$ cat config.mk
export PLATFORM = sky130hd
export DESIGN_NAME = ifid_hazard_ctrl_flat
export DESIGN_NICKNAME = d
export VERILOG_FILES = /design/src/rtl/ifid_hazard_ctrl_pkg.sv /design/src/rtl/ifid_hazard_ctrl_if.sv /design/src/rtl/ifid_hazard_ctrl_sat_counter.sv /design/src/rtl/ifid_hazard_ctrl.sv /design/src/flat_wrapper.sv
export SDC_FILE = /design/constraint.sdc
export NUM_CORES = 1
export LEC_CHECK = 0
export CAP_MARGIN = 40
export CORE_MARGIN = 1.5
export CORE_UTILIZATION = 45
export CTS_CLUSTER_DIAMETER = 200
export CTS_CLUSTER_SIZE = 8
export DETAILED_ROUTE_END_ITERATION = 6
export PLACE_DENSITY = 0.76
export REMOVE_ABC_BUFFERS = 1
export SLEW_MARGIN = 5
export SYNTH_ARGS = -nofsm -noshare
export SYNTH_HDL_FRONTEND = slang
export SYNTH_SLANG_ARGS = --single-unit
$ cat constraint.sdc
create_clock -name clk -period 1.9 [get_ports clk]
set_input_delay 0.19 -clock clk [delete_from_list [all_inputs] [get_ports clk]]
set_output_delay 0.19 -clock clk [all_outputs]
set_load 0.01 [all_outputs]
$ cat src/rtl/ifid_hazard_ctrl_pkg.sv
// Shared definitions for the IF/ID hazard controller: opcode constants, FSM state
// encoding and the rt-usage decode.
package pipe_ctrl_pkg;

    localparam logic [5:0] OP_RTYPE = 6'h00;
    localparam logic [5:0] OP_BEQ   = 6'h04;
    localparam logic [5:0] OP_BNE   = 6'h05;
    localparam logic [5:0] OP_SW    = 6'h2B;
    localparam logic [5:0] OP_NOP   = 6'h00;

    typedef enum logic [1:0] {
        RUN      = 2'd0,
        FLUSH    = 2'd1,
        MEM_WAIT = 2'd2
    } state_t;

    // Opcodes whose rt field is a source operand (and so can hit a load-use hazard).
    function automatic logic uses_rt(input logic [5:0] op);
        return (op == OP_RTYPE) || (op == OP_BEQ) || (op == OP_BNE) || (op == OP_SW);
    endfunction

endpackage

$ cat src/rtl/ifid_hazard_ctrl_if.sv
// Bundle between the IF/ID datapath and the hazard controller: hazard sources in,
// register enables and statistics out.
interface ifid_hazard_ctrl_if #(
    parameter int CNT_W = 16
) ();
    logic [5:0]       id_opcode;
    logic [4:0]       id_rs;
    logic [4:0]       id_rt;
    logic             ex_mem_read;
    logic [4:0]       ex_rt;
    logic             redirect;
    logic             imem_ready;
    logic             dmem_busy;

    logic             pc_write;
    logic             if_id_write;
    logic             if_flush;
    logic             id_ex_bubble;
    logic [CNT_W-1:0] stall_cnt;
    logic [CNT_W-1:0] flush_cnt;
    logic             hang_err;

    modport master (
        output id_opcode, id_rs, id_rt, ex_mem_read, ex_rt, redirect, imem_ready, dmem_busy,
        input  pc_write, if_id_write, if_flush, id_ex_bubble, stall_cnt, flush_cnt, hang_err
    );

    modport slave (
        input  id_opcode, id_rs, id_rt, ex_mem_read, ex_rt, redirect, imem_ready, dmem_busy,
        output pc_write, if_id_write, if_flush, id_ex_bubble, stall_cnt, flush_cnt, hang_err
    );
endinterface

$ cat src/rtl/ifid_hazard_ctrl_sat_counter.sv
// Saturating up-counter with synchronous clear; holds at all-ones instead of wrapping.
module sat_counter #(
    parameter int W = 16
) (
    input  logic         clk,
    input  logic         clr,
    input  logic         inc,
    output logic [W-1:0] cnt
);

    always_ff @(posedge clk) begin
        if (clr)
            cnt <= '0;
        else if (inc && (cnt != '1))
            cnt <= cnt + W'(1);
    end

endmodule

$ cat src/rtl/ifid_hazard_ctrl.sv
// IF/ID pipeline sequencer: decides advance / freeze / bubble / flush each cycle and
// keeps stall/flush statistics plus a sticky hang flag.
module ifid_hazard_ctrl
    import pipe_ctrl_pkg::*;
#(
    parameter int FLUSH_EXTRA = 1,
    parameter int CNT_W       = 16,
    parameter int HANG_LIMIT  = 255
) (
    input logic              clk,
    input logic              rst,
    ifid_hazard_ctrl_if.slave hz
);

    state_t     state, state_nxt;
    logic [2:0] flush_left, flush_left_nxt;
    logic [7:0] freeze_run, freeze_run_nxt;
    logic       freeze;
    logic       load_use;
    logic       pc_write, if_id_write, if_flush, id_ex_bubble;

    assign load_use = hz.ex_mem_read && (hz.ex_rt != 5'd0) &&
                      ((hz.ex_rt == hz.id_rs) || (uses_rt(hz.id_opcode) && (hz.ex_rt == hz.id_rt)));

    always_comb begin
        pc_write       = 1'b1;
        if_id_write    = 1'b1;
        if_flush       = 1'b0;
        id_ex_bubble   = 1'b0;
        freeze         = 1'b0;
        state_nxt      = RUN;
        flush_left_nxt = flush_left;

        if (rst) begin
            pc_write       = 1'b0;
            if_flush       = 1'b1;
            id_ex_bubble   = 1'b1;
            flush_left_nxt = 3'd0;
        end else if (hz.dmem_busy) begin
            pc_write    = 1'b0;
            if_id_write = 1'b0;
            freeze      = 1'b1;
            state_nxt   = (state == FLUSH) ? FLUSH : MEM_WAIT;
        end else if (state == FLUSH) begin
            // ID already holds a nop here, so redirect/load_use are meaningless.
            pc_write  = hz.imem_ready;
            if_flush  = 1'b1;
            state_nxt = FLUSH;
            if (hz.imem_ready) begin
                if (flush_left <= 3'd1) begin
                    flush_left_nxt = 3'd0;
                    state_nxt      = RUN;
                end else begin
                    flush_left_nxt = flush_left - 3'd1;
                end
            end
        end else if (load_use) begin
            // Branch in ID waits behind the load and re-resolves after the bubble.
            pc_write     = 1'b0;
            if_id_write  = 1'b0;
            id_ex_bubble = 1'b1;
        end else if (hz.redirect) begin
            if_flush = 1'b1;
            if (FLUSH_EXTRA > 0) begin
                state_nxt      = FLUSH;
                flush_left_nxt = 3'(FLUSH_EXTRA);
            end
        end else if (!hz.imem_ready) begin
            pc_write = 1'b0;
            if_flush = 1'b1;
        end
    end

    assign freeze_run_nxt = !freeze            ? 8'd0 :
                            (freeze_run == 8'hFF) ? freeze_run : freeze_run + 8'd1;

    always_ff @(posedge clk) begin
        if (rst) begin
            state      <= RUN;
            flush_left <= 3'd0;
            freeze_run <= 8'd0;
            hz.hang_err <= 1'b0;
        end else begin
            state      <= state_nxt;
            flush_left <= flush_left_nxt;
            freeze_run <= freeze_run_nxt;
            if (freeze && (int'(freeze_run_nxt) >= HANG_LIMIT))
                hz.hang_err <= 1'b1;
        end
    end

    assign hz.pc_write     = pc_write;
    assign hz.if_id_write  = if_id_write;
    assign hz.if_flush     = if_flush;
    assign hz.id_ex_bubble = id_ex_bubble;

    sat_counter #(.W(CNT_W)) u_stall_cnt (
        .clk (clk),
        .clr (rst),
        .inc (!pc_write),
        .cnt (hz.stall_cnt)
    );

    sat_counter #(.W(CNT_W)) u_flush_cnt (
        .clk (clk),
        .clr (rst),
        .inc (if_flush),
        .cnt (hz.flush_cnt)
    );

endmodule

$ cat src/flat_wrapper.sv
// flat-port wrapper written by rule: the top's interface ports become plain ports
module ifid_hazard_ctrl_flat import pipe_ctrl_pkg::*;
#(
    parameter int FLUSH_EXTRA = 1,
    parameter int CNT_W       = 16,
    parameter int HANG_LIMIT  = 255
)
  (clk, rst, hz_id_opcode, hz_id_rs, hz_id_rt, hz_ex_mem_read, hz_ex_rt, hz_redirect, hz_imem_ready, hz_dmem_busy, hz_pc_write, hz_if_id_write, hz_if_flush, hz_id_ex_bubble, hz_stall_cnt, hz_flush_cnt, hz_hang_err);
  ifid_hazard_ctrl_if #(.CNT_W(CNT_W)) hz_i ();
  input logic clk;
  input logic rst;
  input wire logic [$bits(hz_i.id_opcode)-1:0] hz_id_opcode;
  input wire logic [$bits(hz_i.id_rs)-1:0] hz_id_rs;
  input wire logic [$bits(hz_i.id_rt)-1:0] hz_id_rt;
  input wire logic [$bits(hz_i.ex_mem_read)-1:0] hz_ex_mem_read;
  input wire logic [$bits(hz_i.ex_rt)-1:0] hz_ex_rt;
  input wire logic [$bits(hz_i.redirect)-1:0] hz_redirect;
  input wire logic [$bits(hz_i.imem_ready)-1:0] hz_imem_ready;
  input wire logic [$bits(hz_i.dmem_busy)-1:0] hz_dmem_busy;
  output wire logic [$bits(hz_i.pc_write)-1:0] hz_pc_write;
  output wire logic [$bits(hz_i.if_id_write)-1:0] hz_if_id_write;
  output wire logic [$bits(hz_i.if_flush)-1:0] hz_if_flush;
  output wire logic [$bits(hz_i.id_ex_bubble)-1:0] hz_id_ex_bubble;
  output wire logic [$bits(hz_i.stall_cnt)-1:0] hz_stall_cnt;
  output wire logic [$bits(hz_i.flush_cnt)-1:0] hz_flush_cnt;
  output wire logic [$bits(hz_i.hang_err)-1:0] hz_hang_err;
  assign hz_i.id_opcode = hz_id_opcode;
  assign hz_i.id_rs = hz_id_rs;
  assign hz_i.id_rt = hz_id_rt;
  assign hz_i.ex_mem_read = hz_ex_mem_read;
  assign hz_i.ex_rt = hz_ex_rt;
  assign hz_i.redirect = hz_redirect;
  assign hz_i.imem_ready = hz_imem_ready;
  assign hz_i.dmem_busy = hz_dmem_busy;
  assign hz_pc_write = hz_i.pc_write;
  assign hz_if_id_write = hz_i.if_id_write;
  assign hz_if_flush = hz_i.if_flush;
  assign hz_id_ex_bubble = hz_i.id_ex_bubble;
  assign hz_stall_cnt = hz_i.stall_cnt;
  assign hz_flush_cnt = hz_i.flush_cnt;
  assign hz_hang_err = hz_i.hang_err;
  ifid_hazard_ctrl #(.FLUSH_EXTRA(FLUSH_EXTRA), .CNT_W(CNT_W), .HANG_LIMIT(HANG_LIMIT)) u_core (.clk(clk), .rst(rst), .hz(hz_i));
endmodule
-- Word level (Yosys, flattened, before mapping)
Cells that the tools add are included.
- logic and storage cells: 75
- bits in registers: 46
- output and inout port bits: 37
- order comparisons: 2
- $add $sub $neg: 4
- equal/unequal tests: 11
- reduce and logical (&&, ||, !) cells: 15
- bitwise logic cells: 1
- mux-type cells: 36
- operators with widths (cell ; count):
    $add A16 B1 Y16 const B ; 2
    $ne A16 B16 Y1 const B ; 2
    $mux W1 ; 24
    $mux W8 ; 2
    $mux W3 ; 5
    $eq A6 B3 Y1 const B ; 2
    $eq A5 B5 Y1 ; 2
    $mux W2 ; 5
    $add A8 B1 Y8 const B ; 1
    $eq A8 B8 Y1 const B ; 1
    $ge A8 B8 Y1 const B ; 1
    $eq A6 B6 Y1 const B ; 1
    $logic_and A1 B1 Y1 ; 6
    $logic_not A6 Y1 ; 1
    $reduce_bool A5 Y1 ; 1
    $logic_or A1 B1 Y1 ; 4
    $ne A2 B2 Y1 const B ; 2
    $reduce_and A4 Y1 ; 1
    $le A3 B1 Y1 const B ; 1
    $sub A3 B1 Y3 const B ; 1
    $eq A2 B1 Y1 const B ; 1
    $reduce_bool A2 Y1 ; 1
    $logic_not A1 Y1 ; 1
    $not A1 Y1 ; 1

-- Depth between registers and ports, before layout
Gate-level depths: netlist of the first run.
- depth after elaboration: 13
- depth in mapped cells: 9
- gate-level depth less buffers: 7

-- Cells and area by module
A second synthesis of the first run with hierarchy kept.
- cells, all modules: 310
- area total of the unflattened synthesis: 2656.3 um2
- by module, submodules not included (module ; area an instance (um2) ; seq. area each (um2) ; instances ; cells each):
    sat_counter ; 848.3 ; 320.3 ; 2 ; 99
    ifid_hazard_ctrl ; 959.7 ; 280.3 ; 1 ; 112

-- Worst setup path before layout of the first run
No wires, ideal clock.
- kind: register to register
- from: register u_core.u_stall_cnt.cnt[0]
- to: register u_core.u_stall_cnt.cnt[10]
- stages on the path, launching flop included: 9
- data required time: 1.779 ns
- slack: -0.214 ns
- arrival time: 1.993 ns
- clock period less this slack: 2.114 ns
- cells stage by stage: dfxtp_1 ha_1 and2_1 clkbuf_1 and3_1 nand4_1 clkbuf_1 nor4b_2 mux2_2
- cells in the longest elaborated chain, start to end: 2
- elaborated cells on any way between the ends: 3
- classes of those cells: 1 x add/sub; 1 x eq/ne; 1 x reduce/logical
- RTL lines (what ; RTL line ; RTL):
    start, declared ; ifid_hazard_ctrl_sat_counter.sv:8 ; output logic [W-1:0] cnt
    start signal, assigned ; ifid_hazard_ctrl_sat_counter.sv:15 ; cnt <= cnt + W'(1);
    parallel branches: the longest is 2 deep, another holds $add A16 B1 Y16 ; - ;
Parallel ways; which one is timed is not known.
A chain may end at the register's enable or synchronous reset.

-- Worst setup path after layout of the first run
- from: register u_core.state[1]
- to: register u_core.u_stall_cnt.cnt[6]
- cells in the longest elaborated chain, start to end: 6
- RTL lines (what ; RTL line ; RTL):
    start, declared ; ifid_hazard_ctrl.sv:15 ; state_t state, state_nxt;
    start signal, assigned ; ifid_hazard_ctrl.sv:84 ; state <= state_nxt;
    $eq A2 B1 Y1 ; ifid_hazard_ctrl.sv:44 ; end else if (state == FLUSH) begin
    $mux W1 ; ifid_hazard_ctrl.sv:44 ;
    $mux W1 ; ifid_hazard_ctrl.sv:39 ; end else if (hz.dmem_busy) begin
    $mux W1 ; ifid_hazard_ctrl.sv:34 ; if (rst) begin
    $logic_not A1 Y1 ; ifid_hazard_ctrl.sv:100 ; .inc (!pc_write),
    $logic_and A1 B1 Y1 ; ifid_hazard_ctrl_sat_counter.sv:14 ; else if (inc && (cnt != '1))
No other way between the ends.

==> impl_metrics.sql, run 1 <==
INSERT INTO impl_metrics (metric_group, metric, value, unit) VALUES
('cts', 'cts_buffers', '5', ''),
('run_status', 'run_status', 'complete, but fails checks', ''),
('timing', 'timing.slew.headroom', '66.81', '%'),
('route', 'viasPerCell', '5.751', ''),
('timing', 'max_freq', '495.0', 'MHz'),
('timing', 'final.hold.worst_slack', '0.4057', 'ns'),
('timing', 'finalHoldViolations', '0', ''),
('yosys', 'synth_flop_cell', 'dfxtp_1', ''),
('worst_setup_path', 'ff2ff_path_depth', '7', ''),
('global_routing', 'vias_in_the_first_global_route', '2792', ''),
('yosys', 'syn_area', '2685', 'um^2'),
('cells_and_area', 'layout-area-overhead-vs-synth', '58.34', '%'),
('global_routing', 'grt_max_degree', '46', ''),
('timing', 'timing.setup.tns', '-0.8343', 'ns'),
('place', 'numPlacedInstances', '495', ''),
('place', 'placement.io_buffers', '63', ''),
('route', 'routed-via-count', '2985', ''),
('worst_setup_path', 'critPathKind', 'flip-flop to flip-flop', ''),
('yosys', 'synthesis.instances', '327', ''),
('hold_path', 'timing.hold.worst.class', 'primary input to flip-flop', ''),
('global_routing', 'grt_remaining_overflow', '0', ''),
('cts', 'ctsLongestPathBuffers', '2', ''),
('worst_setup_path', 'worstPathRequired', '2.10', 'ns'),
('route', 'route.detailed.wl_per_inst', '15.90', 'um'),
('cts', 'cts.sinks', '46', ''),
('cells_and_area', 'post_route_cells_drive_above_1_share', '32.44', '%'),
('timing', 'grt_setup_unrepaired', 'yes', ''),
('hold_path', 'min_from', 'rst', ''),
('cells_and_area', 'nNetsFinal', '478', ''),
('timing', 'worstMarginPinSlew', '0.4979', 'ns'),
('cells_and_area', 'multiInputGateArea', '1957', 'um^2'),
('cells_and_area', 'number_of_standard_cells_in_the_final_layout_excluding_fillers', '519', ''),
('pwr', 'power.static_leakage', '1.648', 'nW'),
('cts', 'clock_input_transition_at_the_sequential_cells_of_the_worst_setup_and_hold_paths', '0.09', 'ns'),
('worst_setup_path', 'critical_path.reg2reg.endpoint', 'u_core.u_stall_cnt.cnt[6]', ''),
('yosys', 'post_synth.cell_area_avg', '8.211', 'um^2'),
('timing', 'setup_violations_final', '16', ''),
('worst_setup_path', 'cp_max_fo', '4', ''),
('worst_setup_path', 'worstSetupEndpointType', 'flip-flop', ''),
('yosys', 'ys_seq_elements', '46', ''),
('yosys', 'synth_seq_area_share', '34.30', '%'),
('place', 'pre_cts_setup_slack', '-0.6882', 'ns'),
('place', 'postPlaceCellArea', '3711', 'um^2'),
('cts', 'depth_of_the_cts_h_tree', '2', ''),
('floorplanning', 'die_w', '80.25', 'um'),
('flow_run', 'maxCapViolations', '0', ''),
('global_routing', 'grt_antenna_before_repair', '0', ''),
('yosys', 'ffs_w_async_s_r_synth', '0', '%'),
('run_status', 'violations', 'negative setup slack', ''),
('pwr', 'p_per_area', '480.7', 'nW/um^2'),
('cells_and_area', 'design_area', '4252', 'um^2'),
('yosys', 'synth-warning-count', '0', ''),
('worst_setup_path', 'crit_arrival', '2.22', 'ns'),
('hold_path', 'number_of_cells_on_the_worst_hold_path', '3', ''),
('yosys', 'number_of_enable_flip_flop_cells_after_synthesis', '0', ''),
('route', 'ant_nets', '0', ''),
('pwr', 'vdd_drop_max', '0.3924', 'mV'),
('timing', 'period_needed', '2.020', 'ns'),
('cells_and_area', 'ant_cells', '0', ''),
('global_routing', 'globalRouteTotalUtil', '24.40', '%'),
('route', 'dr_drc_count', '0', ''),
('timing', 'skew', '0.006926', 'ns'),
('hold_path', 'min_to', 'u_core.hz.hang_err', ''),
('cts', 'ctsRootBufferMaster', 'clkbuf_8', ''),
('cells_and_area', 'final.fill_count', '384', ''),
('place', 'finalWeightedCongestion', '0.8709', ''),
('route', 'detail_route.iter0.violations', '171', ''),
('cts', 'cts_tree', 'done', ''),
('place', 'hpwl', '5221', 'um'),
('timing', 'postLayoutSetupSlackWorst', '-0.1203', 'ns'),
('cts', 'cts_hold_repair.buffers', '0', '');
==> kinds of logic after synthesis <==
family,Yosys count,synth area share [%]
XOR/XNOR,13,4.240
flip-flops,46,34.30
adder cells (fa/ha/maj),5,2.330
buffers and inverters,25,4.008
AND/OR/NAND/NOR,157,34.02
AO/OA/AOI/OAI,68,15.38
multiplexers,13,5.731
==> flip-flops by register name, indices dropped and copies added (netlist names) <==
signal and count:
u_core.flush_left 3, u_core.u_flush_cnt.cnt 16, u_core.state 2, u_core.freeze_run 8, u_core.hz.hang_err 1, u_core.u_stall_cnt.cnt 16
==> cells in the final DEF, fill, tap and decap left out, types with 5 or more instances in the layout <==
cell | synthesis | routed
inv_1 | 7 | 7
clkbuf_8 | 0 | 6
mux2_4 | 0 | 5
or3_4 | 0 | 6
o21ai_0 | 18 | 16
dlymetal6s2s_1 | 0 | 6
buf_4 | 1 | 56
nand2b_1 | 9 | 8
xor2_1 | 11 | 7
a31oi_1 | 6 | 6
or3_1 | 14 | 8
a21oi_2 | 1 | 5
nand4_1 | 13 | 13
a21oi_1 | 25 | 19
nor2b_1 | 11 | 10
buf_6 | 1 | 10
nor3_1 | 12 | 6
nor2_1 | 28 | 26
and3_1 | 8 | 7
nand3_1 | 22 | 18
o31ai_1 | 7 | 7
or4_1 | 7 | 6
dfxtp_1 | 46 | 43
clkdlybuf4s50_1 | 0 | 44
nand2_1 | 13 | 11
==> power breakdown <==
part	total (mW)	internal (mW)	leakage [nW]	switching [mW]
logic	0.394	0.201	1.23	0.193
registers	1.00	0.984	0.373	0.0165
clock network	0.649	0.293	0.0472	0.356
total	2.04	1.48	1.65	0.565
==> worst max path at each step <==
stage | startpoint | endpoint
after global placement | hz_ex_rt[2] | hz_if_id_write
after CTS | u_core.state[0] | hz_if_id_write
final | u_core.state[1] | u_core.u_stall_cnt.cnt[6]
after global routing | u_core.state[1] | u_core.u_stall_cnt.cnt[6]
after floorplan | u_core.state[0] | u_core.u_flush_cnt.cnt[3]
after detailed placement | hz_ex_rt[0] | hz_pc_write
==> Yosys cell counts (2+ instances only) <==
library cell,n,area share (%)
buf_2,2,0.37
nor2b_1,11,2.6
nand4_1,13,3.0
mux2i_1,3,1.1
clkbuf_1,11,1.5
ha_1,5,2.3
or3_1,14,3.3
and3_1,8,1.9
or4_1,7,2.0
nand2_1,13,1.8
and2_1,3,0.70
buf_1,2,0.28
xor2_1,11,3.6
a21oi_1,25,4.7
nand3_1,22,4.1
nor4_1,2,0.47
mux2_2,5,2.1
dfxtp_1,46,34
o21ai_0,18,3.4
and4b_1,2,0.75
mux2_1,4,1.7
nor3_1,12,2.2
o31ai_1,7,2.0
nor3b_1,3,0.84
a211oi_1,3,0.84
and4_1,2,0.65
a31oi_1,6,1.4
nand2b_1,9,2.1
xnor2_1,2,0.65
inv_1,7,0.98
nor2_1,28,3.9
or2_2,2,0.47
==> routing by layer <==
layer | vias up | GRT usage [%] | part of all wire [%]
met5 | - | 0 | 0
met4 | 0 | 8.793 | 1.8
met3 | 15 | 3.977 | 3.4
met2 | 78 | 46.22 | 54
met1 | 1457 | 26.99 | 40
li1 | 1435 | - | -
==> area by class of cell <==
cell class | instances | area share, %
clock buffer | 6 | 1.942
multi-input combinational | 256 | 46.03
timing repair buffer | 128 | 26.78
timing repair inverter | 1 | 0.2060
clock inverter | 2 | 0.2943
tap | 72 | 2.119
sequential | 46 | 21.75
inverter | 8 | 0.8829
==> critical path, stage by stage, from the launching register on <==
cell and delay [ns]:
dfxtp_1 0.38, nand2b_1 0.24, a21oi_1 0.13, nor3_1 0.30, nand3_4 0.19, buf_6 0.17, and4b_1 0.20, mux2_4 0.30
==> stage by stage <==
stage	utilization, %	total power [mW]
after global placement	65.78	1.344
after floorplan	-	1.156
after global routing	75.36	2.132
after CTS	70.70	2.022
final	75.36	2.044
after detailed placement	65.78	1.353
==> what timing repair did <==
item | in CTS | in global routing
gates resized for setup | 63 | 54
endpoints found under the setup margin | 34 | 32
buffers inserted | 6 | 9
pin swaps | 12 | 34
cloned | 0 | 1
No activity file was read; power rests on OpenSTA's default activity.
==> run 2, diff against run 1 <==
CORE_UTILIZATION = 40   (was 45)
CTS_CLUSTER_DIAMETER = not set   (was 200)
PLACE_DENSITY = 0.69   (was 0.76)
==> run 2 against run 1 <==
Net effect: the flow finishes with violations (design-rule violations, negative setup slack); clock power is 12% higher; via count is 5.0% lower; sequential power hardly changed; register-to-register slack worse by 0.02 ns; worst setup slack worse by 0.026 ns; clock skew is 0.0011 ns lower; final cell count is 0.19% higher; die area is 12% higher; non-clock buffer count is 3 lower; critical endpoint is now u_core.u_flush_cnt.cnt[3]; largest cell class unchanged.
==> impl_metrics.sql, run 2 (synthesized netlist as in run 1, its figures left out) <==
INSERT INTO impl_metrics (metric_group, metric, value, unit) VALUES
('global_routing', 'grt_util_met1', '26.46', '%'),
('place', 'placement.io_buffers', '63', ''),
('worst_setup_path', 'critical_path.reg2reg.endpoint', 'u_core.u_flush_cnt.cnt[3]', ''),
('cells_and_area', 'layout_top_registers', 'u_core.u_flush_cnt.cnt (16), u_core.u_stall_cnt.cnt (16), u_core.freeze_run (8)', ''),
('floorplanning', 'floorplan_core_area', '6422', 'um^2'),
('worst_setup_path', 'critical_path.slowest_cell', 'clkdlybuf4s50_1', ''),
('worst_setup_path', 'ff2ff_path_depth', '10', ''),
('global_routing', 'grt_remaining_overflow', '0', ''),
('pwr', 'p_per_area', '496.2', 'nW/um^2'),
('pwr', 'power_frac_seq', '47.2', '%'),
('timing', 'max_freq', '488.6', 'MHz'),
('timing', 'timing.slew.headroom', '73.54', '%'),
('timing', 'postLayoutSetupSlackWorst', '-0.1466', 'ns'),
('cells_and_area', 'commonest_non_fill_non_tap_cell_in_the_layout', 'buf_4', ''),
('cts', 'cts.sinks', '46', ''),
('timing', 'grt_setup_unrepaired', 'yes', ''),
('cts', 'cts_buffers', '5', ''),
('timing', 'period_needed', '2.047', 'ns'),
('worst_setup_path', 'reg2reg_slack', '-0.14', 'ns'),
('worst_setup_path', 'critPathKind', 'primary input to flip-flop', ''),
('worst_setup_path', 'critical-path-top-cell-by-count', 'buf_6', ''),
('cts', 'clk_latency', '0.29', 'ns'),
('run_status', 'violations', 'design-rule violations, negative setup slack', ''),
('floorplanning', 'floorplan.initialDensity', '41.81', '%'),
('route', 'final_routed_wirelength_across_all_metal_layers', '7619', 'um'),
('cells_and_area', 'layout-area-overhead-vs-synth', '58.85', '%'),
('hold_path', 'min_to', 'u_core.u_stall_cnt.cnt[15]', ''),
('place', 'finalWeightedCongestion', '0.8345', ''),
('timing', 'skew', '0.005779', 'ns'),
('worst_setup_path', 'reg2reg_from', 'u_core.state[0]', ''),
('floorplanning', 'top_level_ports', '64', ''),
('pwr', 'cell_internal_pwr', '1.579', 'mW'),
('floorplanning', 'die_w', '84.93', 'um'),
('route', 'routed-via-count', '2837', ''),
('pwr', 'vdd_drop_max', '0.4019', 'mV'),
('cells_and_area', 'nNetsFinal', '474', ''),
('pwr', 'pwr-share-clk', '34.3', '%'),
('global_routing', 'grt_util_met3', '4.377', '%'),
('cells_and_area', 'final_cell_mix', '50 x buf_4, 45 x clkdlybuf4s50_1, 43 x dfxtp_1', ''),
('pwr', 'swShare', '25.40', '%'),
('worst_setup_path', 'cp_max_fo', '5', ''),
('timing', 'timing.final.max_slew_violations', '0', ''),
('pwr', 'comb_power_share', '18.5', '%'),
('cts', 'ctsRootBufferMaster', 'clkbuf_8', ''),
('worst_setup_path', 'delay_of_the_slowest_cell_on_the_worst_path', '0.41', 'ns'),
('hold_path', 'number_of_cells_on_the_worst_hold_path', '3', ''),
('route', 'detail_route.iter0.violations', '138', ''),
('timing', 'final.hold.worst_slack', '0.4427', 'ns'),
('floorplanning', 'dieArea', '7213', 'um^2'),
('worst_setup_path', 'kind_of_start_point_of_the_critical_path', 'primary input', ''),
('floorplanning', 'die_h', '84.93', 'um'),
('floorplanning', 'fp_rows', '29', ''),
('timing', 'setup_violations_final', '18', ''),
('route', 'ant_nets', '0', ''),
('pwr', 'post-layout-total-power', '2.117', 'mW'),
('global_routing', 'grt_use_met2', '37.02', '%'),
('flow_run', 'maxCapViolations', '0', ''),
('place', 'postPlaceCellArea', '3660', 'um^2'),
('cells_and_area', 'final.fill_count', '512', ''),
('worst_setup_path', 'critical_path.n_buffers_inverters', '4', ''),
('cells_and_area', 'design_area', '4265', 'um^2'),
('cells_and_area', 'finish.utilization', '66.41', '%'),
('cts', 'cts_tree', 'done', ''),
('route', 'drt_first_pass_iters', '6', ''),
('global_routing', 'grt_most_used_layer', 'met2', ''),
('worst_setup_path', 'crit_arrival', '2.24', 'ns'),
('cells_and_area', 'post_route_cells_drive_above_1_share', '32.73', '%'),
('route', 'route.detailed.wl_per_inst', '14.65', 'um'),
('route', 'dr_drc_count', '3', ''),
('global_routing', 'grt_first_pass_wirelength', '12610', 'um'),
('timing', 'worstMarginPinSlew', '0.3927', 'ns'),
('pwr', 'switchingPower', '0.5375', 'mW'),
('cts', 'clock_input_transition_at_the_sequential_cells_of_the_worst_setup_and_hold_paths', '0.09', 'ns'),
('pwr', 'power.static_leakage', '1.616', 'nW'),
('worst_setup_path', 'cp_top_family', 'buffers and inverters', ''),
('run_status', 'run_status', 'complete, but fails checks', ''),
('cts', 'depth_of_the_cts_h_tree', '2', ''),
('worst_setup_path', 'path_depth', '10', ''),
('cts', 'ctsLongestPathBuffers', '2', ''),
('worst_setup_path', 'timing.critical_path.cells', 'clkdlybuf4s50_1 > xor2_1 > nor4_4 > nand4_4 > buf_6 > a21oi_4 > buf_6 > buf_6 > nor3_4 > mux2_4', ''),
('worst_setup_path', 'worstPathRequired', '2.09', 'ns'),
('hold_path', 'timing.hold.worst.class', 'primary input to flip-flop', ''),
('global_routing', 'vias_in_the_first_global_route', '2764', ''),
('hold_path', 'min_from', 'rst', ''),
('route', 'viasPerCell', '5.456', ''),
('cells_and_area', 'ant_cells', '0', ''),
('global_routing', 'grt_antenna_before_repair', '0', ''),
('place', 'hpwl', '5048', 'um'),
('global_routing', 'globalRouteTotalUtil', '21.19', '%'),
('global_routing', 'grt_max_degree', '31', ''),
('cts', 'cts_hold_repair.buffers', '0', ''),
('timing', 'finalCritPeriodShare', '107.7', '%'),
('worst_setup_path', 'worstSetupEndpointType', 'flip-flop', ''),
('timing', 'finalHoldViolations', '0', '');
[run 2: power by group through the flow]
stage,Clock [mW],Combinational (mW),Sequential [mW]
after floorplan,0,0.127,1.03
after global placement,0,0.326,1.02
after detailed placement,0,0.333,1.02
after CTS,0.750,0.367,0.996
after global routing,0.788,0.427,1.00
final,0.726,0.391,1.00
[run 2: repair_timing]
action	4_1_cts	5_1_grt
setup endpoints to repair	32	37
pin swaps	29	22
resized for setup	65	56
setup buffers	14	3
gates cloned	2	0
[run 2: final cells by class]
type,instances,area [um^2],share of cell area [%]
multi-input cells,256,1958,45.91
repair buffers,125,1141,26.75
flip-flops and latches,46,924.6,21.68
well taps,77,96.34,2.259
clock buffers,6,72.57,1.701
clock inverters,2,37.54,0.8800
inverters,8,35.03,0.8214
[run 2: how the worst max path moves through the flow]
stage | start | end
detailed placement | hz_ex_rt[2] | hz_if_id_write
global route | hz_id_rt[4] | u_core.u_flush_cnt.cnt[3]
floorplan | u_core.state[0] | u_core.u_flush_cnt.cnt[3]
finish | hz_id_rt[4] | u_core.u_flush_cnt.cnt[3]
CTS | u_core.state[0] | hz_if_id_write
global placement | hz_ex_rt[2] | hz_if_id_write
[run 2: metal layers]
| metal | share of wire (%) | routed length [um] | vias up |
|---|---|---|---|
| met4 | 1.1 | 82 | 0 |
| li1 | - | - | 1432 |
| met1 | 43 | 3267 | 1333 |
| met2 | 52 | 3958 | 62 |
| met3 | 4.1 | 311 | 10 |
| met5 | 0 | 0 | - |
[run 2: metrics by stage]
stage                     worst slack [ns]  TNS (ns)  std cells
after global routing               -0.2064    -2.623        520
after global placement             -0.6641    -16.04        494
after detailed placement           -0.7150    -17.24        494
after floorplan                    -0.1693    -1.145        310
final                              -0.1466    -1.195        520
after CTS                          -0.1445   -0.9121        518
[run 2: worst min-delay path, stage by stage]
cell,delay (ns)
buf_2,0.17
buf_4,0.23
a21oi_2,0.11
==> edit, RTL diff (settings of run 1) <==
`CNT_W` is set to 16 in 3 places; all go to 32.
--- a/src/rtl/ifid_hazard_ctrl_if.sv
+++ b/src/rtl/ifid_hazard_ctrl_if.sv
@@ -1,7 +1,7 @@
 // Bundle between the IF/ID datapath and the hazard controller: hazard sources in,
 // register enables and statistics out.
 interface ifid_hazard_ctrl_if #(
-    parameter int CNT_W = 16
+    parameter int CNT_W = 32
 ) ();
     logic [5:0]       id_opcode;
     logic [4:0]       id_rs;
--- a/src/rtl/ifid_hazard_ctrl.sv
+++ b/src/rtl/ifid_hazard_ctrl.sv
@@ -4,7 +4,7 @@
     import pipe_ctrl_pkg::*;
 #(
     parameter int FLUSH_EXTRA = 1,
-    parameter int CNT_W       = 16,
+    parameter int CNT_W       = 32,
     parameter int HANG_LIMIT  = 255
 ) (
     input logic              clk,
--- a/src/flat_wrapper.sv
+++ b/src/flat_wrapper.sv
@@ -2,7 +2,7 @@
 module ifid_hazard_ctrl_flat import pipe_ctrl_pkg::*;
 #(
     parameter int FLUSH_EXTRA = 1,
-    parameter int CNT_W       = 16,
+    parameter int CNT_W       = 32,
     parameter int HANG_LIMIT  = 255
 )
   (clk, rst, hz_id_opcode, hz_id_rs, hz_id_rt, hz_ex_mem_read, hz_ex_rt, hz_redirect, hz_imem_ready, hz_dmem_busy, hz_pc_write, hz_if_id_write, hz_if_flush, hz_id_ex_bubble, hz_stall_cnt, hz_flush_cnt, hz_hang_err);
Interface: changed (resized hz_flush_cnt and hz_stall_cnt); port bits go from 64 to 96. No check against the original RTL was run, so the function may have changed too.
==> edit against run 1 <==
- the run still ends with setup timing left
- final area grew 67%
- worst setup slack lost 0.40 ns
- power grew 66%
- sequential cell count grew 32
- maximum frequency shrank 16%
- clock skew grew 0.017 ns
- wire length grew 96%
- critical path type unchanged
- combinational power grew 39%
- global-route usage grew 3.3 points
- highest routed layer unchanged
- utilization grew 5.7 points
- synthesized area grew 53%
- first-iteration DRC count grew 74%
- via count grew 68%
==> edit: results (changes against run 1) <==
Setup path
  • CP delay by family, top: compound AO/OA/AOI/OAI gates
  • Slowest CP cell: a2111oi_4
  • Crit-path max cell delay: 0.43 ns (+0.05 ns)
  • Critical path data arrival time: 2.67 ns (+0.45 ns)

Synthesis
  • Most frequent cells after synthesis: dfxtp_1, nor2_1, nand3_1
  • Post-synthesis sequential area ratio: 38.1% (+3.8 points)
  • Synth top area cells: dfxtp_1, nor2_1, xor2_1
  • Post-synth cell types: 52 (+2.0%)
  • Compound-Gate Fraction of Synth Area: 13.4% (-2.0 points)
  • Cell count after synthesis: 498 (+52%)

Global route
  • Vias in the first global route: 4756 (+70%)
  • Largest net degree at the start of global routing: 25 (-46%)
  • Total GRT Usage: 27.7% (+3.3 points)
  • First-pass GRT wire length: 22000 um (+78%)

CTS
  • Total CTS buffers: 9 (+4)
  • Clock-pin transition on the worst setup and hold timing paths: 0.11 ns (+0.02 ns)
  • H-tree levels: 3 (+1)

Run status
  • Failing checks: setup timing
  • Status: finished with violations

Detailed routing
  • Drt initial violations: 298 (+74%)
  • DR vias: 5005 (+68%)
  • Drt pass-1 iters: 5 (+1)

Place
  • # port buffers: 95 (+51%)
  • Area after DPL: 5960 um^2 (+61%)
  • DP Wirelength: 8660 um (+66%)

STA
  • Skew final: 0.0235 ns (+0.0166 ns)
  • Finish-stage setup viols: 63 (+47)
  • Final worst slack: -0.517 ns (-0.396 ns)

Cells and area
  • # nets final: 760 (+59%)
  • # fillers: 496 (+29%)

Power
  • Worst VDD drop: 0.000318 V (-19%)
  • Leak pwr: 0.00283 uW (+72%)
==> edit: cell types whose count changed after synthesis, sizes merged, moves of 5 or more <==
cell | before | now
nand2 | 13 | 30
nand2b | 9 | 4
nand4 | 14 | 27
inv | 8 | 13
xnor2 | 2 | 18
nand3 | 23 | 32
nor2 | 28 | 68
clkbuf | 11 | 16
xor2 | 11 | 26
dfxtp | 46 | 78
o211ai | 0 | 5
and3 | 8 | 23
==> edit: cell type report <==
type / count / area (um^2) / share of cell area [%]
Multi-Input combinational cell: 387 / 3050 / 42.9
Clock buffer: 11 / 131 / 1.85
Inverter: 14 / 52.6 / 0.740
Tap cell: 108 / 135 / 1.90
Clock inverter: 5 / 33.8 / 0.476
Sequential cell: 78 / 1580 / 22.3
Timing Repair Buffer: 238 / 2120 / 29.8
==> edit: worst paths after layout <==
path	endpoint	slack [ns]	cells past startpoint
hold reg to reg	u_core.flush_left[2]	0.51	1
hold / removal	u_core.u_stall_cnt.cnt[3]	0.30	3
setup / recovery	u_core.u_stall_cnt.cnt[31]	-0.52	9
setup reg to reg	u_core.u_stall_cnt.cnt[31]	-0.52	9
==> edit: report_power, final <==
group / switching (uW) / internal [uW] / leakage, uW
Clock: 687 / 477 / 0.0000797
Combinational: 288 / 261 / 0.00211
Sequential: 17.3 / 1650 / 0.000638
Total: 993 / 2390 / 0.00283
==> edit: per-layer routing <==
metal  global-route usage, %  up-vias  routed length, um  share of wire (%)
met1                    31.5     2393               5930                 37
met4                    11.9        0               1040                6.4
met3                    4.04       95                919                5.7
li1                        -     2252                  -                  -
met2                    51.4      265               8260                 51
met5                       0        -                  0                  0
==> edit: what timing repair did <==
item,CTS,global route
pin swaps,55,66
endpoints found under the setup margin,71,70
gates resized for setup,117,127
buffers inserted,20,13
endpoints found under the hold margin,0,0
cloned,2,1
